File: src/rtl/xbar_pkg.sv
// Shared widths and types for the 4x4 round-robin crossbar.
// Optional burst locking is enabled with XBAR_LOCK_EN.
package xbar_pkg;
  localparam int XBAR_PORTS = 4;
  localparam int XBAR_IDX_W = 2;

  typedef logic [XBAR_IDX_W-1:0] port_idx_t;
  typedef logic [XBAR_PORTS-1:0] port_vec_t;
endpackage

File: src/rtl/xbar_rr_switch_if.sv
// Producer/consumer bundle of the crossbar; master drives inputs and consumer ready.
// IN_LAST exists only when XBAR_LOCK_EN is defined.
interface xbar_rr_switch_if #(parameter int WL = 16);
  logic [WL-1:0] IN0, IN1, IN2, IN3;
  logic [1:0]    IN_DEST0, IN_DEST1, IN_DEST2, IN_DEST3;
  logic [3:0]    IN_VALID;
  logic [3:0]    IN_READY;
`ifdef XBAR_LOCK_EN
  logic [3:0]    IN_LAST;
`endif
  logic [WL-1:0] OUT0, OUT1, OUT2, OUT3;
  logic [3:0]    OUT_VALID;
  logic [3:0]    OUT_READY;

  modport master (
`ifdef XBAR_LOCK_EN
    output IN_LAST,
`endif
    output IN0, IN1, IN2, IN3, IN_DEST0, IN_DEST1, IN_DEST2, IN_DEST3, IN_VALID,
    input  IN_READY,
    input  OUT0, OUT1, OUT2, OUT3, OUT_VALID,
    output OUT_READY
  );

  modport slave (
`ifdef XBAR_LOCK_EN
    input  IN_LAST,
`endif
    input  IN0, IN1, IN2, IN3, IN_DEST0, IN_DEST1, IN_DEST2, IN_DEST3, IN_VALID,
    output IN_READY,
    output OUT0, OUT1, OUT2, OUT3, OUT_VALID,
    input  OUT_READY
  );
endinterface

File: src/rtl/xbar_rr_switch_rr_arb4.sv
// 4-way round-robin arbiter with a 2-bit rotating pointer; grants only when en is high.
// With XBAR_LOCK_EN the winner holds the arbiter until its IN_LAST word is granted.
module rr_arb4
  import xbar_pkg::*;
(
  input  logic      clk,
  input  logic      rst_n,
  input  port_vec_t req,
  input  logic      en,
`ifdef XBAR_LOCK_EN
  input  port_vec_t last,
`endif
  output port_vec_t gnt
);
  port_idx_t ptr_q, ptr_d;
  port_idx_t pick;
  port_idx_t idx;
  logic      hit;

  // Scan backwards so the requester closest to the pointer wins.
  always_comb begin
    hit  = 1'b0;
    pick = ptr_q;
    idx  = ptr_q;
    for (int off = XBAR_PORTS - 1; off >= 0; off--) begin
      idx = ptr_q + port_idx_t'(off);
      if (req[idx]) begin
        hit  = 1'b1;
        pick = idx;
      end
    end
  end

`ifdef XBAR_LOCK_EN
  logic      lock_q, lock_d;
  port_idx_t own_q, own_d;

  always_comb begin
    gnt    = '0;
    ptr_d  = ptr_q;
    lock_d = lock_q;
    own_d  = own_q;
    if (lock_q) begin
      if (en && req[own_q]) begin
        gnt[own_q] = 1'b1;
        if (last[own_q]) begin
          lock_d = 1'b0;
          ptr_d  = own_q + 2'd1;
        end
      end
    end else if (en && hit) begin
      gnt[pick] = 1'b1;
      if (last[pick]) begin
        ptr_d = pick + 2'd1;
      end else begin
        lock_d = 1'b1;
        own_d  = pick;
      end
    end
  end

  always_ff @(posedge clk or negedge rst_n) begin
    if (!rst_n) begin
      lock_q <= 1'b0;
      own_q  <= '0;
    end else begin
      lock_q <= lock_d;
      own_q  <= own_d;
    end
  end
`else
  always_comb begin
    gnt   = '0;
    ptr_d = ptr_q;
    if (en && hit) begin
      gnt[pick] = 1'b1;
      ptr_d     = pick + 2'd1;
    end
  end
`endif

  always_ff @(posedge clk or negedge rst_n) begin
    if (!rst_n) ptr_q <= '0;
    else        ptr_q <= ptr_d;
  end
endmodule

File: src/rtl/xbar_rr_switch.sv
// 4x4 request-driven crossbar: per-output round-robin arbiter feeding one registered slot.
// XBAR_LOCK_EN adds burst locking via IN_LAST.
module xbar_rr_switch
  import xbar_pkg::*;
#(
  parameter int WL = 16
) (
  input logic             clk,
  input logic             rst_n,
  xbar_rr_switch_if.slave io
);
  logic [WL-1:0] in_dat [XBAR_PORTS];
  port_idx_t     in_dest [XBAR_PORTS];
  port_vec_t     req [XBAR_PORTS];
  port_vec_t     gnt [XBAR_PORTS];
  port_vec_t     slot_en;
  port_vec_t     in_rdy;

  logic [WL-1:0] out_dat_q [XBAR_PORTS];
  logic [WL-1:0] out_dat_d [XBAR_PORTS];
  port_vec_t     out_vld_q, out_vld_d;

  assign in_dat[0] = io.IN0;
  assign in_dat[1] = io.IN1;
  assign in_dat[2] = io.IN2;
  assign in_dat[3] = io.IN3;
  assign in_dest[0] = io.IN_DEST0;
  assign in_dest[1] = io.IN_DEST1;
  assign in_dest[2] = io.IN_DEST2;
  assign in_dest[3] = io.IN_DEST3;

  // A slot may refill in the same cycle its current word drains.
  always_comb begin
    for (int j = 0; j < XBAR_PORTS; j++) begin
      slot_en[j] = !out_vld_q[j] || io.OUT_READY[j];
      for (int i = 0; i < XBAR_PORTS; i++) begin
        req[j][i] = io.IN_VALID[i] && (in_dest[i] == port_idx_t'(j));
      end
    end
  end

  for (genvar j = 0; j < XBAR_PORTS; j++) begin : g_arb
    rr_arb4 u_arb (
      .clk   (clk),
      .rst_n (rst_n),
      .req   (req[j]),
      .en    (slot_en[j]),
`ifdef XBAR_LOCK_EN
      .last  (io.IN_LAST),
`endif
      .gnt   (gnt[j])
    );
  end

  always_comb begin
    in_rdy = '0;
    for (int j = 0; j < XBAR_PORTS; j++) begin
      in_rdy    = in_rdy | gnt[j];
      out_vld_d[j] = out_vld_q[j] && !io.OUT_READY[j];
      out_dat_d[j] = out_dat_q[j];
      for (int i = 0; i < XBAR_PORTS; i++) begin
        if (gnt[j][i]) begin
          out_vld_d[j] = 1'b1;
          out_dat_d[j] = in_dat[i];
        end
      end
    end
  end

  always_ff @(posedge clk or negedge rst_n) begin
    if (!rst_n) begin
      out_vld_q <= '0;
      for (int j = 0; j < XBAR_PORTS; j++) out_dat_q[j] <= '0;
    end else begin
      out_vld_q <= out_vld_d;
      for (int j = 0; j < XBAR_PORTS; j++) out_dat_q[j] <= out_dat_d[j];
    end
  end

  assign io.IN_READY  = in_rdy;
  assign io.OUT_VALID = out_vld_q;
  assign io.OUT0      = out_dat_q[0];
  assign io.OUT1      = out_dat_q[1];
  assign io.OUT2      = out_dat_q[2];
  assign io.OUT3      = out_dat_q[3];
endmodule

File: src/flat_wrapper.sv
// flat-port wrapper written by rule: the top's interface ports become plain ports
module xbar_rr_switch_flat import xbar_pkg::*;
#(
  parameter int WL = 16
)
  (clk, rst_n, io_IN0, io_IN1, io_IN2, io_IN3, io_IN_DEST0, io_IN_DEST1, io_IN_DEST2, io_IN_DEST3, io_IN_VALID, io_IN_READY, io_OUT0, io_OUT1, io_OUT2, io_OUT3, io_OUT_VALID, io_OUT_READY);
  xbar_rr_switch_if #(.WL(WL)) io_i ();
  input logic clk;
  input logic rst_n;
  input wire logic [$bits(io_i.IN0)-1:0] io_IN0;
  input wire logic [$bits(io_i.IN1)-1:0] io_IN1;
  input wire logic [$bits(io_i.IN2)-1:0] io_IN2;
  input wire logic [$bits(io_i.IN3)-1:0] io_IN3;
  input wire logic [$bits(io_i.IN_DEST0)-1:0] io_IN_DEST0;
  input wire logic [$bits(io_i.IN_DEST1)-1:0] io_IN_DEST1;
  input wire logic [$bits(io_i.IN_DEST2)-1:0] io_IN_DEST2;
  input wire logic [$bits(io_i.IN_DEST3)-1:0] io_IN_DEST3;
  input wire logic [$bits(io_i.IN_VALID)-1:0] io_IN_VALID;
  output wire logic [$bits(io_i.IN_READY)-1:0] io_IN_READY;
  output wire logic [$bits(io_i.OUT0)-1:0] io_OUT0;
  output wire logic [$bits(io_i.OUT1)-1:0] io_OUT1;
  output wire logic [$bits(io_i.OUT2)-1:0] io_OUT2;
  output wire logic [$bits(io_i.OUT3)-1:0] io_OUT3;
  output wire logic [$bits(io_i.OUT_VALID)-1:0] io_OUT_VALID;
  input wire logic [$bits(io_i.OUT_READY)-1:0] io_OUT_READY;
  assign io_i.IN0 = io_IN0;
  assign io_i.IN1 = io_IN1;
  assign io_i.IN2 = io_IN2;
  assign io_i.IN3 = io_IN3;
  assign io_i.IN_DEST0 = io_IN_DEST0;
  assign io_i.IN_DEST1 = io_IN_DEST1;
  assign io_i.IN_DEST2 = io_IN_DEST2;
  assign io_i.IN_DEST3 = io_IN_DEST3;
  assign io_i.IN_VALID = io_IN_VALID;
  assign io_IN_READY = io_i.IN_READY;
  assign io_OUT0 = io_i.OUT0;
  assign io_OUT1 = io_i.OUT1;
  assign io_OUT2 = io_i.OUT2;
  assign io_OUT3 = io_i.OUT3;
  assign io_OUT_VALID = io_i.OUT_VALID;
  assign io_i.OUT_READY = io_OUT_READY;
  xbar_rr_switch #(.WL(WL)) u_core (.clk(clk), .rst_n(rst_n), .io(io_i));
endmodule
File: config.mk
export PLATFORM = sky130hd
export DESIGN_NAME = xbar_rr_switch_flat
export DESIGN_NICKNAME = d
export VERILOG_FILES = /design/src/rtl/xbar_pkg.sv /design/src/rtl/xbar_rr_switch_if.sv /design/src/rtl/xbar_rr_switch_rr_arb4.sv /design/src/rtl/xbar_rr_switch.sv /design/src/flat_wrapper.sv
export SDC_FILE = /design/constraint.sdc
export NUM_CORES = 1
export LEC_CHECK = 0
export CAP_MARGIN = 20
export CORE_ASPECT_RATIO = 0.6
export CORE_MARGIN = 1
export CORE_UTILIZATION = 65
export CTS_CLUSTER_SIZE = 28
export DETAILED_ROUTE_END_ITERATION = 8
export DONT_BUFFER_PORTS = 1
export HOLD_SLACK_MARGIN = 0.02
export PLACE_DENSITY = 0.87
export SKIP_CTS_REPAIR_TIMING = 1
export SKIP_LAST_GASP = 1
export SYNTH_ARGS = -nofsm -noshare
export SYNTH_HDL_FRONTEND = slang
export SYNTH_SLANG_ARGS = --single-unit
File: constraint.sdc
create_clock -name clk -period 4.05 [get_ports clk]
set_clock_uncertainty 0.2 [all_clocks]
set_input_delay 0.2025 -clock clk [delete_from_list [all_inputs] [get_ports clk]]
set_output_delay 0.2025 -clock clk [all_outputs]
set_load 0.1 [all_outputs]
==> flow_summary_export.csv <==
group,metric,value,unit
outcome,outcome,"complete, but fails checks",
outcome,violations,"negative hold slack",
clock_tree,clk_root_buf,"clkbuf_16",
logic_synthesis,post_synth_instance_area,5390,um2
logic_synthesis,ys_dominant_reg_cell,"dfrtp_1",
route,detail_route.first_pass.iterations,7,
worst_hold_path,min_delay_src,"io_IN2[10]",
cells_and_area,drive_gt1_frac,0.114,
worst_setup_path,regToRegEndpoint,"u_core.io.OUT0[2]",
logic_synthesis,synth_cell_type_count,62,
place,dp_worst_setup_slack,0.359,ns
global_route,first_global_vias,5246,
sta,timing.max_slew.rel_slack,0.281,
route,drt-met1-wl,7.11,mm
sta,tightest_slew,1.08,ns
worst_setup_path,worstRegToRegCells,11,
worst_hold_path,hold-path-endpoint,"u_core.io.OUT0[10]",
route,met3RoutedLength,3.24,mm
logic_synthesis,postSynthNetCount,677,
route,detail_route.vias_per_cell,7.92,
route,number_of_vias_after_detailed_routing,5875,
cells_and_area,final_net_count,725,
place,gp_congestion,0.929,
logic_synthesis,number_of_synthesized_register_bits,76,
die,io-pin-count,154,
worst_setup_path,crit_arrival,4.01,ns
logic_synthesis,synth_top_cell_by_area,"dfrtp_1",
route,drc,0,
worst_setup_path,critPathMaxFanout,20,
global_route,globalRouteTotalUtil,0.423,
global_route,wire_length_of_the_first_global_routing_pass,27.8,mm
worst_setup_path,start_kind,"flop",
sta,hold_slack,-0.0249,ns
place,place.port_buffers,0,
route,drt.antenna.violating_nets,0,
sta,timing.fmax,0.251,GHz
worst_hold_path,holdPathStages,3,
worst_setup_path,ff2ff_setup_slack,0.07,ns
global_route,grt_overflow,0,
logic_synthesis,synthArstFlopShare,1.00,
logic_synthesis,yosysWarningCount,0,
worst_setup_path,worst_ep_required_time,4.08,ns
die,die_width,120,um
die,core,7950,um2
sta,finalWorstPathRequiredPeriod,3.98,ns
route,drt_iter0_markers,1018,
worst_setup_path,worst_path_max_delay_cell,"a221oi_1",
worst_setup_path,endpoint_kind,"flop",
worst_setup_path,rr_startpoint,"u_core.g_arb[0].u_arb.ptr_q[1]",
global_route,grt_antenna_before_repair,0,
worst_setup_path,timing.critical_path.buf_inv,3,
global_route,grt_start_max_net_pins,77,
cells_and_area,fillerInstances,479,
worst_setup_path,critical-path-top-cell-by-count,"nor2_1",
cells_and_area,area_growth,18.2,%
flow_run,max_cap_violations,0,
worst_hold_path,timing.hold.worst.class,"primary input to flop",
clock_tree,clk_pin_slew,0.06,ns
logic_synthesis,synth.top_cell.area_share,0.353,
sta,setup_slack,0.0704,ns
sta,finalCritPeriodShare,0.983,
sta,timing.final.hold_violations,8,
clock_tree,cts-root-to-sink-buffers,2,
logic_synthesis,yosys-top-cells-area,"dfrtp_1 (35%), a221o_1 (8.9%), mux2i_1 (8.9%)",
logic_synthesis,synth-edff-count,0,
clock_tree,clock_h_tree_levels,3,
worst_setup_path,max_stage_delay,0.61,ns
route,wl_met2,8.44,mm
die,num_rows,25,
die,fp.dieArea,8680,um2
route,drt-wirelength-per-cell,26.7,um
cells_and_area,most-common-layout-cells,"o21ai_0 (76), dfrtp_1 (76), a21oi_1 (59), dlygate4sd3_1 (51)",
cells_and_area,antennaDiodeCount,0,
clock_tree,cts-buffers-inserted,9,
place,dp_hpwl,12.5,mm
sta,slew_violations,0,
route,wl,19.8,mm
logic_synthesis,synth.yosys.seq_area_share,0.353,
worst_setup_path,crit_chain,"nor2_1 -> nor2_1 -> nor2_1 -> a221oi_1 -> inv_1 -> ha_1 -> nand2_1 -> buf_4 -> a21oi_1 -> a221o_1 -> dlygate4sd3_1",
clock_tree,clock_insertion_delay_worst_skew,0.35,ns
clock_tree,clock_tree_from_tritoncts,"done",
die,fp.dieH,72.6,um
die,start_util,0.679,
worst_setup_path,critical_path_class,"flop to flop",
logic_synthesis,synthCells,581,
worst_setup_path,cpLargestDelayFamily,"buffers and inverters",
route,highest-signal-layer,"met4",
logic_synthesis,syn_avg_cell_area,9.28,um2
sta,final_setup_violation_count,0,
clock_tree,tritoncts_num_sinks,76,
-- logic make-up after synthesis --
kind of cell	share of synthesized area
flip-flops	0.353
XOR/XNOR	0.00162
multiplexers	0.0954
AND/OR/NAND/NOR	0.124
adder cells (fa/ha/maj)	0.0346
AO/OA/AOI/OAI	0.348
buffers and inverters	0.0441
-- tightest hold or removal path, cell delays in order --
cell and delay (ns):
o21ai_1 0.06, a21oi_1 0.11, a221o_1 0.12
-- layer usage --
metal | up-vias | global-route usage
met1 | 2744 | 0.539
met2 | 619 | 0.629
li1 | 2377 | -
met4 | 0 | 0.194
met3 | 135 | 0.178
met5 | - | 0
-- metrics by stage --
| step | area [um2] | cells | hold WS (ns) | utilization | TNS [ns] |
|---|---|---|---|---|---|
| 6_report | 6380 | 742 | -0.0249 | 0.803 | 0 |
| 5_1_grt | 6380 | 742 | 0.0175 | 0.803 | -0.0870 |
| 4_1_cts | 5830 | 689 | -0.655 | 0.734 | 0 |
| 3_5_place_dp | 5560 | 673 | -0.292 | 0.700 | 0 |
| 2_1_floorplan | 5390 | 581 | -0.293 | - | 0 |
| 3_3_place_gp | 5560 | 673 | -0.292 | 0.700 | 0 |
-- worst max path at each step --
stage,start,to,slack (ns),cells after the start
detailed placement,io_IN_DEST2[0],u_core.io.OUT2[8],0.36,10
global placement,io_IN_DEST2[0],u_core.io.OUT2[5],0.59,10
global route,u_core.g_arb[0].u_arb.ptr_q[1],u_core.io.OUT0[2],-0.03,11
CTS,u_core.g_arb[2].u_arb.ptr_q[1],u_core.io.OUT2[8],0.33,9
floorplan,u_core.io.OUT_VALID[2],io_IN_READY[0],0.10,3
finish,u_core.g_arb[0].u_arb.ptr_q[1],u_core.io.OUT0[2],0.07,11
-- flip-flops by register name (all words and copies together) (netlist names) --
signal and cells:
u_core.io.OUT0 16, u_core.io.OUT1 16, u_core.io.OUT2 16, u_core.io.OUT3 16, u_core.g_arb.u_arb.ptr_q 8, u_core.io.OUT_VALID 4
-- synth_stat cells, types with 5 or more instances --
master / instances
nor2b_1: 19
dfrtp_1: 76
buf_2: 10
nand3b_1: 8
o221ai_1: 5
o21ai_1: 13
nand2b_1: 5
o21ai_0: 76
a32oi_1: 16
nand2_1: 45
ha_1: 14
nand3_1: 5
a221o_1: 48
o22ai_1: 6
clkbuf_1: 25
nor2_1: 16
a21oi_1: 59
mux2i_1: 48
inv_1: 12
o221ai_2: 10
-- layout make-up --
type | count | area (um2) | area share
clock buffers | 12 | 246 | 0.0387
clock inverters | 4 | 25.0 | 0.00392
inverters | 14 | 52.6 | 0.00824
multi-input cells | 451 | 3290 | 0.516
flip-flops and latches | 76 | 1900 | 0.298
well taps | 108 | 135 | 0.0212
repair buffers | 77 | 726 | 0.114
Power is not shown: default switching activity piles up to over one toggle a cycle in this logic, so the estimate is an artifact.
